### config.mk
export PLATFORM = sky130hd
export DESIGN_NAME = cr_su_hb_capture
export DESIGN_NICKNAME = d
export VERILOG_FILES = /design/src/rtl/cr_su_hb_capture.sv
export SDC_FILE = /design/constraint.sdc
export NUM_CORES = 1
export LEC_CHECK = 0
export CORE_AREA = 3 3 391 393
export DETAILED_ROUTE_END_ITERATION = 10
export DIE_AREA = 0 0 394 396
export GPL_ROUTABILITY_DRIVEN = 0
export GPL_TIMING_DRIVEN = 0
export PLACE_DENSITY_LB_ADDON = 0.1
export SYNTH_ARGS = -nofsm -noshare
export SYNTH_HDL_FRONTEND = slang
export SYNTH_SLANG_ARGS = --single-unit
### constraint.sdc
create_clock -name clk -period 5.84 [get_ports clk]
set_input_delay 0.584 -clock clk [delete_from_list [all_inputs] [get_ports clk]]
set_output_delay 0.584 -clock clk [all_outputs]
set_load 0.02 [all_outputs]
### src/rtl/cr_su_hb_capture.sv
// rtl/cr_su_hb_capture.sv - 8-entry SU status history buffer with trigger/post-trigger freeze
// Captured words are exposed in parallel; a strobe per accepted word feeds the aggregate counter.
module cr_su_hb_capture #(
   parameter int N_ENTRIES = 8,
   parameter int DATA_W    = 108,
   parameter int CNT_W     = 8
) (
   input  logic                                 clk,
   input  logic                                 rst_n,
   input  logic                                 in_vld,
   input  logic [DATA_W-1:0]                    in_data,
   input  logic                                 trig,
   input  logic                                 hb_clear,
   input  logic                                 hb_freeze,
   input  logic [CNT_W-1:0]                     cfg_post_trig,
   output logic [N_ENTRIES-1:0][DATA_W-1:0]     su_hb,
   output logic [$clog2(N_ENTRIES)-1:0]         hb_wr_ptr,
   output logic [$clog2(N_ENTRIES)-1:0]         hb_trig_ptr,
   output logic                                 hb_wrapped,
   output logic [1:0]                           hb_state,
   output logic                                 su_agg_cnt_stb
);

   localparam int PTR_W = $clog2(N_ENTRIES);
   localparam logic [PTR_W-1:0] PTR_MAX = PTR_W'(N_ENTRIES - 1);

   typedef enum logic [1:0] {
      ST_RUN    = 2'd0,
      ST_POST   = 2'd1,
      ST_FROZEN = 2'd2
   } state_e;

   state_e                          state_q, state_d;
   logic [PTR_W-1:0]                wr_ptr_q, wr_ptr_d;
   logic [PTR_W-1:0]                trig_ptr_q, trig_ptr_d;
   logic                            wrapped_q, wrapped_d;
   logic [CNT_W-1:0]                cnt_q, cnt_d;
   logic                            stb_q, stb_d;
   logic [N_ENTRIES-1:0][DATA_W-1:0] hb_q;
   logic                            acc;

   always_comb begin
      acc        = in_vld & ~hb_freeze & (state_q != ST_FROZEN) & ~hb_clear;
      state_d    = state_q;
      wr_ptr_d   = wr_ptr_q;
      trig_ptr_d = trig_ptr_q;
      cnt_d      = cnt_q;
      stb_d      = acc;
      wrapped_d  = wrapped_q | (acc & (wr_ptr_q == PTR_MAX));
      if (acc) begin
         wr_ptr_d = wr_ptr_q + 1'b1;
      end

      if (hb_clear) begin
         // Re-arm drops any same-cycle word and trigger; entries are kept.
         state_d    = ST_RUN;
         wr_ptr_d   = '0;
         trig_ptr_d = '0;
         wrapped_d  = 1'b0;
         cnt_d      = '0;
      end else begin
         unique case (state_q)
            ST_RUN: begin
               if (trig && !hb_freeze) begin
                  trig_ptr_d = wr_ptr_d;
                  if (cfg_post_trig == '0) begin
                     state_d = ST_FROZEN;
                  end else begin
                     state_d = ST_POST;
                     cnt_d   = cfg_post_trig;
                  end
               end
            end
            ST_POST: begin
               if (acc && cnt_q != '0) begin
                  cnt_d = cnt_q - 1'b1;
                  if (cnt_q == CNT_W'(1)) begin
                     state_d = ST_FROZEN;
                  end
               end
            end
            ST_FROZEN: begin
               state_d = ST_FROZEN;
            end
            default: begin
               state_d = ST_RUN;
            end
         endcase
      end
   end

   always_ff @(posedge clk or negedge rst_n) begin
      if (!rst_n) begin
         state_q    <= ST_RUN;
         wr_ptr_q   <= '0;
         trig_ptr_q <= '0;
         wrapped_q  <= 1'b0;
         cnt_q      <= '0;
         stb_q      <= 1'b0;
      end else begin
         state_q    <= state_d;
         wr_ptr_q   <= wr_ptr_d;
         trig_ptr_q <= trig_ptr_d;
         wrapped_q  <= wrapped_d;
         cnt_q      <= cnt_d;
         stb_q      <= stb_d;
      end
   end

   always_ff @(posedge clk or negedge rst_n) begin
      if (!rst_n) begin
         hb_q <= '0;
      end else if (acc) begin
         hb_q[wr_ptr_q] <= in_data;
      end
   end

   assign su_hb          = hb_q;
   assign hb_wr_ptr      = wr_ptr_q;
   assign hb_trig_ptr    = trig_ptr_q;
   assign hb_wrapped     = wrapped_q;
   assign hb_state       = state_q;
   assign su_agg_cnt_stb = stb_q;

endmodule

* After elaboration in Yosys (flattened, before gate mapping)
Index checks and enable logic that the tools add are counted.
** Cells by class
- Add/subtract/negate cells :: 2
- Bitwise gates (word level) :: 7
- Magnitude comparators :: 2
- Muxes and demuxes :: 20
- Reduce and logical (&&, ||, !) cells :: 13
- Eq/ne operators :: 9
** Operators by type and width (number)
- bitwise mux 864 bit :: 1
- demux 108 bit (select 3 bit) :: 1
- two-way mux 108 bit :: 1
- two-way mux 8 bit :: 4
- case mux 8 bit (2 select lines) :: 1
- two-way mux 3 bit :: 5
- inequality test 3 bit, second input constant :: 4
- two-way mux 2 bit :: 5
- equality test 8 x 1 -> 1 bit, second input constant :: 1
- logical NOT 8 bit :: 1
- nonzero test 8 bit :: 1
- subtractor 8 x 1 -> 8 bit, second input constant :: 1
- case mux 2 bit (3 select lines) :: 1
- AND 1 bit :: 4
- < comparator 3 x 4 -> 1 bit, second input constant :: 1
- AND reduction 4 bit :: 1
- nonzero test 2 bit :: 2
- adder 3 x 1 -> 3 bit, second input constant :: 1
- equality test 3 bit, second input constant :: 1
- >= comparator 3 x 1 -> 1 bit, second input constant :: 1
- logical AND 1 bit :: 3
- AND reduction 3 bit :: 1
- nonzero test 3 bit :: 1
- equality test 2 x 1 -> 1 bit, second input constant :: 1
- 8 further kinds :: 9
** Word-level totals
- Register bits after elaboration :: 882
- Output and inout bits :: 874
- Word-level logic and storage cells :: 67
- Bits of input ports :: 122

* Longest topological paths before layout
Gate-level depths: netlist of the first run.
- Depth in word-level cells :: 8
- Depth in mapped cells :: 9

* Worst setup path after synthesis of the first run
No wires, ideal clock.
- Kind :: register to register
- Start :: register state_q[0], in the netlist hb_state[0]
- End :: register hb_q, in the netlist su_hb[32]
- Arrival :: 2.264 ns
- Data required time :: 5.715 ns
- Slack :: 3.451 ns
- Cell stages (with the launch flop) :: 9
- Path buffers :: 2
- Clock period less this slack :: 2.389 ns
- Path through :: dfrtp_1 > inv_1 > ha_1 > nor4b_4 > nand2b_2 > nor3_2 > buf_2 > buf_6 > mux2_2
** On the way
- Cells in the longest elaborated chain, start to end :: 3
** RTL lines
- start: declaration :: line 33 : state_e state_q, state_d;
- start signal: assignment :: line 101 : state_q <= state_d;
- inequality test 2 bit :: line 43 : acc = in_vld & ~hb_freeze & (state_q != ST_FROZEN) & ~hb_clear;
- AND 1 bit (2 in a row) :: line 43
- end signal: indexed assignment :: line 114 : hb_q[wr_ptr_q] <= in_data;
- end: declaration :: line 39 : logic [N_ENTRIES-1:0][DATA_W-1:0] hb_q;
No other way between the ends.
A chain may end at the register's enable or synchronous reset.

* Worst setup path in the final report of the first run
- Start :: register state_q[0], in the netlist hb_state[0]
- End :: register hb_q, in the netlist su_hb[769]
Same word-level chain as after synthesis.

==> impl_metrics.ini, run 1 <==
[placed_design]
place_area_sq_um = 45800
port_buffers = 995
dp_hpwl_um = 105000

[critical_path]
crit_type = reg2reg
worstReg2RegStart = hb_state[0]
crit_required_ns = 6.42
cp_slowest_stage_delay_ns = 0.74
crit_fanout = 10
crit_path_top_delay_cell = nand4_1
cp-end-kind = register
r2r_slack_ns = 2.33
worstSetupStartpoint = hb_state[0]
critPathLaunchType = register
path_cells = inv_1, ha_1, nor4b_4, nand4_1, buf_16, clkbuf_1, mux2_2
r2r-end = su_hb[769]
arrival_ns = 4.09
worstSetupEndpoint = su_hb[769]
ff2ff_path_depth = 7

[timing]
whs_ns = 0.325
drv_slew = 0
fmax_ghz = 0.285
tightest_slew_ns = 1.37
tns_ns = 0
slew_headroom_pct = 8.98
finalCriticalPeriod_ns = 3.51
setup_viol = 0
finClkSkew_ns = 0.0318
fin_crit_sh_pct = 60.2
rsz0062_at_grt = no
hold_violations = 0

[floorplan]
dieArea_sq_um = 156000
fp.coreArea_sq_um = 150000
fp.dieW_um = 394
ios = 996
die_y_um = 396
rows = 142
initial_core_util_pct = 22.1

[route]
viasPerCell = 4.14
drt.antenna.violating_nets = 0
drt_iter0_markers = 819
wl_per_cell_um = 27.0
drt-total-wl_um = 140000
vias = 21500
first_pass_iters = 4
drc = 0

[outcome]
status = completed

[yosys]
yosysUniqueCellTypes = 43
ys_ff_latch = 882
syn_nets = 2090
netlist_area_sq_um = 33000
ys.warnings.count = 0
ys.flop_type = dfrtp_1
synth_seq_area_share_pct = 66.8
synth_enable_flop_cells = 0
async_flop_share_pct = 100
syn_inst = 1959
avgSynthCellArea_sq_um = 16.9

[min_path]
hold_path.class = in2async

[final_layout]
final_cell_mix = 994 x clkdlybuf4s50_1, 882 x dfrtp_1, 865 x mux2_2
mostFrequentLayoutCell = clkdlybuf4s50_1
area_delta_synth_final_pct = 49.7
final_area_sq_um = 49500
layout-drive-gt1-share_pct = 35.4
final_core_util_pct = 33.0
final_nets = 3205

[clock_tree]
cts_tree = built
clk_latency_ns = 0.70
htree_num_levels = 3
clock_path_buffers = 3
cts-root-buf = clkbuf_16
postCtsSetupBuffers = 0
clk_pin_slew_ns = 0.06
numCtsBuffers = 107
clock-sinks = 882

[power]
powerDensity_nw_per_um2 = 374
ir_drop_v = 0.000241
power_leakage_nw = 22.7

[job]
maxCapViolCount = 0

[global_routing]
first_global_vias = 23500
grt.total_usage_pct = 17.6
grt-ovfl-total = 0
grt_max_degree = 118
grt_pass1_wl_um = 196000
antenna_found_initial = 9
-- critical path: cells and delay by family, from the launching register on --
family	cells	cell delay [ns]
DFF	1	0.42
buffers and inverters	3	1.06
muxes	1	0.49
and+or+nand+nor	2	1.14
adders and majority gates	1	0.23
-- report_power, final --
group          total [mW]  internal (mW)  switching [mW]
registers            7.34           6.91           0.438
clock network        6.86           4.10            2.76
logic                4.31           2.01            2.30
total                18.5           13.0            5.50
-- metal layers --
metal  up-vias  GRT usage, %  part of all wire [%]
met5         -             0                 0.019
met1     11300          19.8                    38
li1       9203             -                     -
met3       181          7.83                   9.8
met4         4          5.63                   3.3
met2       793          29.9                    49
-- Yosys cell counts, drive strengths merged (4+ instances only) --
library cell  number  area (sq um)
mux2             867          9760
nor2              16          62.6
nand3              4          25.0
a21oi              7          35.0
o21ai              5          25.0
or4                4          30.0
xnor2              4          35.0
dfrtp            882         22100
ha                 9           113
nor3               5          30.0
clkbuf            31           116
inv                9          33.8
buf               69           364
nand2             13          48.8
-- area by class of cell --
cell class              count  area [sq um]
multi-input cells         968         10500
well taps                2016          2520
flip-flops and latches    882         22100
plain buffers             100           483
clock buffers             160          3170
diodes                      3          7.51
inverters                   9          33.8
clock inverters            38           488
repair buffers           1006         10200
fillers                 14700        100000
-- sequential cells by signal, indices dropped and copies added, names as in the netlist --
signal / flops
su_agg_cnt_stb: 1
hb_trig_ptr: 3
cnt_q: 8
hb_wrapped: 1
hb_state: 2
su_hb: 864
hb_wr_ptr: 3
-- timing repair --
action,4_1_cts,5_1_grt
hold buffers,1,0
gates resized for setup,0,0
endpoints found under the hold margin,30,0
-- metrics by stage --
stage	worst slack [ns]	power (mW)	std cells
3_5_place_dp	1.74	11.8	4980
4_1_cts	2.31	18.9	5179
2_1_floorplan	3.45	9.25	1959
5_1_grt	2.19	19.4	5180
6_report	2.33	18.5	5182
3_3_place_gp	-36.33	11.8	4970
-- cell families (layout without fill, tap and decap cells) --
family	Yosys count	after routing	share of synthesized area, %
AOI/OAI and AO/OA	27	27	0.598
DFF	882	882	66.8
xor gates and xnor gates	5	5	0.133
adders and majority gates	9	9	0.341
buffers and inverters	109	1313	1.56
muxes	868	868	29.6
and+or+nand+nor	59	59	1.01
other	0	3	0
-- worst min path at each step --
stage | start | endpoint | slack, ns | depth (start not counted)
floorplan | rst_n | cnt_q[0] | 0.29 | 0
global placement | su_hb[46] | su_hb[46] | 0.47 | 1
detailed placement | rst_n | su_hb[427] | 0.47 | 1
CTS | rst_n | su_hb[427] | 0.25 | 2
global route | rst_n | su_hb[427] | 0.28 | 2
finish | rst_n | su_hb[427] | 0.33 | 2
Power figures use the tool's default switching activity.
==> run 2, diff against run 1 <==
- clock period: 5.84 -> 3.4 ns (I/O delays scaled with it)
==> run 2 against run 1 <==
  * First-iteration DRC count decreased by 1.1%
  * Power increased by 72%
  * Fmax increased by 13%
  * Flip-flop and latch count unchanged
  * Clock skew about the same
  * Via count about the same
  * Core utilization about the same
  * Combinational power increased by 72%
  * Register-to-register slack got worse by 2.0 ns
  * Critical endpoint is now su_hb[536]
==> impl_metrics.ini, run 2 (synthesis gave the netlist of run 1 again) <==
[critical_path]
path_cells = inv_1, ha_1, nor4b_4, nand2b_2, nor3b_1, buf_2, buf_4, buf_4, mux2_2
crit_fanout = 10
r2r_slack_ns = 0.30
arrival_ns = 3.69
crit_type = reg2reg
ff2ff_path_depth = 9
cp_slowest_stage_delay_ns = 0.49
r2r-end = su_hb[536]
crit_path_top_delay_cell = buf_2
cp-end-kind = register
crit_top_cell = buf_4
crit_required_ns = 3.99
worstReg2RegStart = hb_state[0]
critPathLaunchType = register

[floorplan]
rows = 142
fp.coreArea_sq_um = 150000
die_y_um = 396
fp.dieW_um = 394
initial_core_util_pct = 22.1
ios = 996
dieArea_sq_um = 156000

[power]
ir_drop_v = 0.000414
swShare_pct = 29.7
power_leakage_nw = 22.7
p_seq_share_pct = 39.7
p_sw_mw = 9.44
internal_power_mw = 22.4
p_clk_share_pct = 37.1
p_comb_share_pct = 23.3
powerDensity_nw_per_um2 = 642

[timing]
fin_crit_sh_pct = 91.2
rsz0062_at_grt = no
drv_slew = 0
slew_headroom_pct = 13.0
hold_violations = 0
tightest_slew_ns = 1.30
fmax_ghz = 0.323
finalCriticalPeriod_ns = 3.10
setup_slack_ns = 0.300
setup_viol = 0
finClkSkew_ns = 0.0318

[final_layout]
fillCellCount = 14700
final_nets = 3209
area_delta_synth_final_pct = 49.9
largest_register_ffs = 864
mostFrequentLayoutCell = clkdlybuf4s50_1
layout-drive-gt1-share_pct = 35.5
final_cell_mix = 994 x clkdlybuf4s50_1, 882 x dfrtp_1, 865 x mux2_2
final_area_sq_um = 49500

[min_path]
hold_path.class = in2async

[global_routing]
grt_max_degree = 118
grt-ovfl-total = 0
first_global_vias = 23500
grt.total_usage_pct = 17.6
grt_pass1_wl_um = 196000
antenna_found_initial = 9

[clock_tree]
cts_tree = built
numCtsBuffers = 107
clock_path_buffers = 3
clk_pin_slew_ns = 0.06
htree_num_levels = 3
cts-root-buf = clkbuf_16
clock-sinks = 882
clk_latency_ns = 0.70

[route]
first_pass_iters = 4
vias = 21500
drt.antenna.violating_nets = 0
drt_iter0_markers = 810
wl_per_cell_um = 27.0
viasPerCell = 4.14
drt-total-wl_um = 140000
drc = 0

[placed_design]
place_area_sq_um = 45800
port_buffers = 995
post-place-ws_ns = -0.460
dp_hpwl_um = 105000

[job]
maxCapViolCount = 0

[outcome]
status = completed
-- run 2: power by group through the flow --
stage	clock network [mW]	registers, mW	logic, mW
after floorplan	0	14.4	1.51
after global placement	0	12.8	7.47
after detailed placement	0	12.8	7.55
after CTS	12.2	12.6	7.57
after global routing	12.7	12.8	7.82
final	11.8	12.6	7.40
-- run 2: critical path, delay by kind of cell (launching register included) --
family	cells	cell delay (ns)
buffers and inverters	4	1.19
AND/OR/NAND/NOR	3	0.77
flip-flops	1	0.42
multiplexers	1	0.36
adder cells (fa/ha/maj)	1	0.23
-- run 2: layer usage --
metal | vias to the layer above | track usage [%] | part of all wire [%]
li1 | 9213 | - | -
met1 | 11300 | 19.8 | 38
met2 | 796 | 29.9 | 49
met3 | 175 | 7.85 | 10
met4 | 4 | 5.56 | 3.2
met5 | - | 0 | 0.019
-- run 2: per-stage QoR --
step | utilization [%] | instances | TNS [ns] | hold WS, ns | total power [mW]
global route | 33.1 | 5184 | 0 | 0.0374 | 33.3
floorplan | - | 1959 | 0 | 0.0444 | 15.9
CTS | 33.1 | 5183 | 0 | 0.00772 | 32.4
finish | 33.1 | 5187 | 0 | 0.0828 | 31.8
detailed placement | 30.6 | 4980 | -69.78 | 0.221 | 20.3
global placement | 30.4 | 4970 | - | 0.473 | 20.3
-- run 2: repair_timing --
item,CTS,global route
endpoints found under the hold margin,253,0
hold buffers,1,0
buffers inserted,4,0
endpoints found under the setup margin,60,0
gates resized for setup,3,0
-- run 2: how the worst max path moves through the flow --
stage                     start         end  slack [ns]
finish              hb_state[0]  su_hb[536]        0.30
global route        hb_state[0]  su_hb[224]        0.04
CTS                 hb_state[0]  su_hb[536]        0.09
detailed placement     hb_clear  su_hb[769]       -0.46
global placement          rst_n  su_hb[805]      -38.53
floorplan           hb_state[0]   su_hb[32]        1.01
-- run 2: final cells by class --
class                      count  area [sq um]  share of cell area, %
tap                         2016          2520                   5.09
inverter                       9          33.8                 0.0682
multi-input combinational    968         10500                   21.2
sequential                   882         22100                   44.6
clock buffer                 160          3170                   6.39
antenna                        4          10.0                 0.0202
timing repair buffer        1010         10300                   20.7
buffer                       100           490                  0.990
clock inverter                38           488                  0.985
==> run 3, diff against run 2 <==
--- a/config.mk
+++ b/config.mk
@@ -11,4 +11,4 @@
 export GPL_ROUTABILITY_DRIVEN = 0
-export GPL_TIMING_DRIVEN = 0
 export PLACE_DENSITY_LB_ADDON = 0.1
+export SKIP_LAST_GASP = 1
 export SYNTH_ARGS = -nofsm -noshare
==> constraint.sdc (replaced) <==
create_clock -name clk -period 3.4 [get_ports clk]
set_input_delay 0.68 -clock clk [delete_from_list [all_inputs] [get_ports clk]]
set_output_delay 0.68 -clock clk [all_outputs]
set_load 0.02 [all_outputs]
==> run 3 against run 2 <==
  * Clock-buffer cell count is 3 higher
  * Final cell count is 1.1% lower
  * Power is 1.4% lower
  * Largest cell class unchanged
  * Flip-flop and latch count stayed put
  * Largest power group unchanged
  * Non-clock buffer count is 44 lower
  * Wire length is 2.4% lower
  * Via count hardly changed
  * Core utilization hardly changed
==> impl_metrics.ini, run 3 (synthesis gave the netlist of run 1 again) <==
[critical_path]
cp_slowest_stage_delay_ns = 0.89
arrival_ns = 2.19
crit_family = buffers and inverters
critPathLaunchType = register
r2r_slack_ns = 0.72
crit_type = reg2out
crit_required_ns = 2.72
path_cells = clkdlybuf4s50_1
path_buf_inv = 1
cp-end-kind = output pin
crit_fanout = 11
crit_path_top_delay_cell = clkdlybuf4s50_1

[timing]
finalCriticalPeriod_ns = 2.87
drv_slew = 0
tns_ns = 0
rsz0062_at_grt = no
finClkSkew_ns = 0.0361
hold_violations = 0
fin_crit_sh_pct = 84.4
slew_headroom_pct = 44.6
tightest_slew_ns = 0.832
fmax_ghz = 0.348
setup_viol = 0
setup_slack_ns = 0.529

[route]
first_pass_iters = 5
wl_per_cell_um = 26.6
viasPerCell = 4.19
drt_iter0_markers = 677
vias = 21500
drt-total-wl_um = 137000
drt.antenna.violating_nets = 0
drc = 0

[global_routing]
antenna_found_initial = 5
grt.total_usage_pct = 17.1
use_met1_pct = 19.7
grt-ovfl-total = 0
grtUsageMet2_pct = 28.8
grt_max_degree = 83
grt_pass1_wl_um = 193000
top_usage_layer = met2
met3_usage_pct = 7.70
first_global_vias = 23400

[final_layout]
area_delta_synth_final_pct = 50.0
mostFrequentLayoutCell = clkdlybuf4s50_1
layout-drive-gt1-share_pct = 35.6
final_core_util_pct = 33.1
largest_register_ffs = 864
final_cell_mix = 994 x clkdlybuf4s50_1, 882 x dfrtp_1, 865 x mux2_2
final_cells = 5131
final_nets = 3164

[clock_tree]
cts_tree = built
numCtsBuffers = 106
cts-root-buf = clkbuf_16
clock_path_buffers = 3
clk_pin_slew_ns = 0.06
cts_resized = 0
htree_num_levels = 3
clock-sinks = 882
clk_latency_ns = 0.72

[placed_design]
dp_cells = 4940
post-place-ws_ns = 0.255
dp_hpwl_um = 99000
port_buffers = 995

[power]
powerDensity_nw_per_um2 = 632
ir_drop_v = 0.000438
power_leakage_nw = 22.7

[floorplan]
fp.dieW_um = 394
die_y_um = 396
rows = 142
dieArea_sq_um = 156000
fp.coreArea_sq_um = 150000
ios = 996
initial_core_util_pct = 22.1

[job]
maxCapViolCount = 0

[min_path]
hold_path.class = reg2reg

[outcome]
status = completed
-- run 3: metrics by stage --
step                      instance area, sq um  hold WS [ns]  power (mW)
after global routing                     49600         0.511        32.8
after detailed placement                 46100         0.479        20.4
after floorplan                          33000         0.384        15.9
after CTS                                49600         0.498        32.0
after global placement                   46100         0.477        20.4
final                                    49600         0.496        31.4
-- run 3: timing repair --
| action | in CTS | in global routing |
|---|---|---|
| setup buffers | 0 | 0 |
| hold buffers | 1 | 0 |
| endpoints found under the setup margin | 0 | 0 |
| hold endpoints to repair | 17 | 0 |
-- run 3: worst paths after layout --
path	from	end	depth (start not counted)
max	hb_wr_ptr[1]	hb_wr_ptr[1]	1
min	su_hb[39]	su_hb[39]	1
max reg2reg	hb_state[0]	su_hb[575]	7
min reg2reg	su_hb[39]	su_hb[39]	1
max in group asynchronous	rst_n	su_hb[662]	4
min in group asynchronous	rst_n	su_hb[425]	2
-- run 3: layout make-up --
| type | instances | area [sq um] |
|---|---|---|
| tap | 2016 | 2520 |
| clock buffer | 163 | 3200 |
| sequential | 882 | 22100 |
| timing repair buffer | 1066 | 11000 |
| antenna | 2 | 5.00 |
| multi-input combinational | 968 | 10500 |
| inverter | 9 | 33.8 |
| clock inverter | 25 | 272 |
| fill | 14600 | 100000 |
-- run 3: where the power goes --
part | internal (mW) | switching, mW | total, mW | leakage, nW
clock | 6.60 | 4.62 | 11.2 | 1.71
sequential | 11.9 | 0.783 | 12.6 | 11.9
combinational | 3.47 | 4.01 | 7.48 | 9.01
-- run 3: metal layers --
metal  vias up  share of wire, %
li1       9135                 -
met1     11400                39
met2       760                49
met3       167               9.6
met4         4               2.8
met5         -             0.015
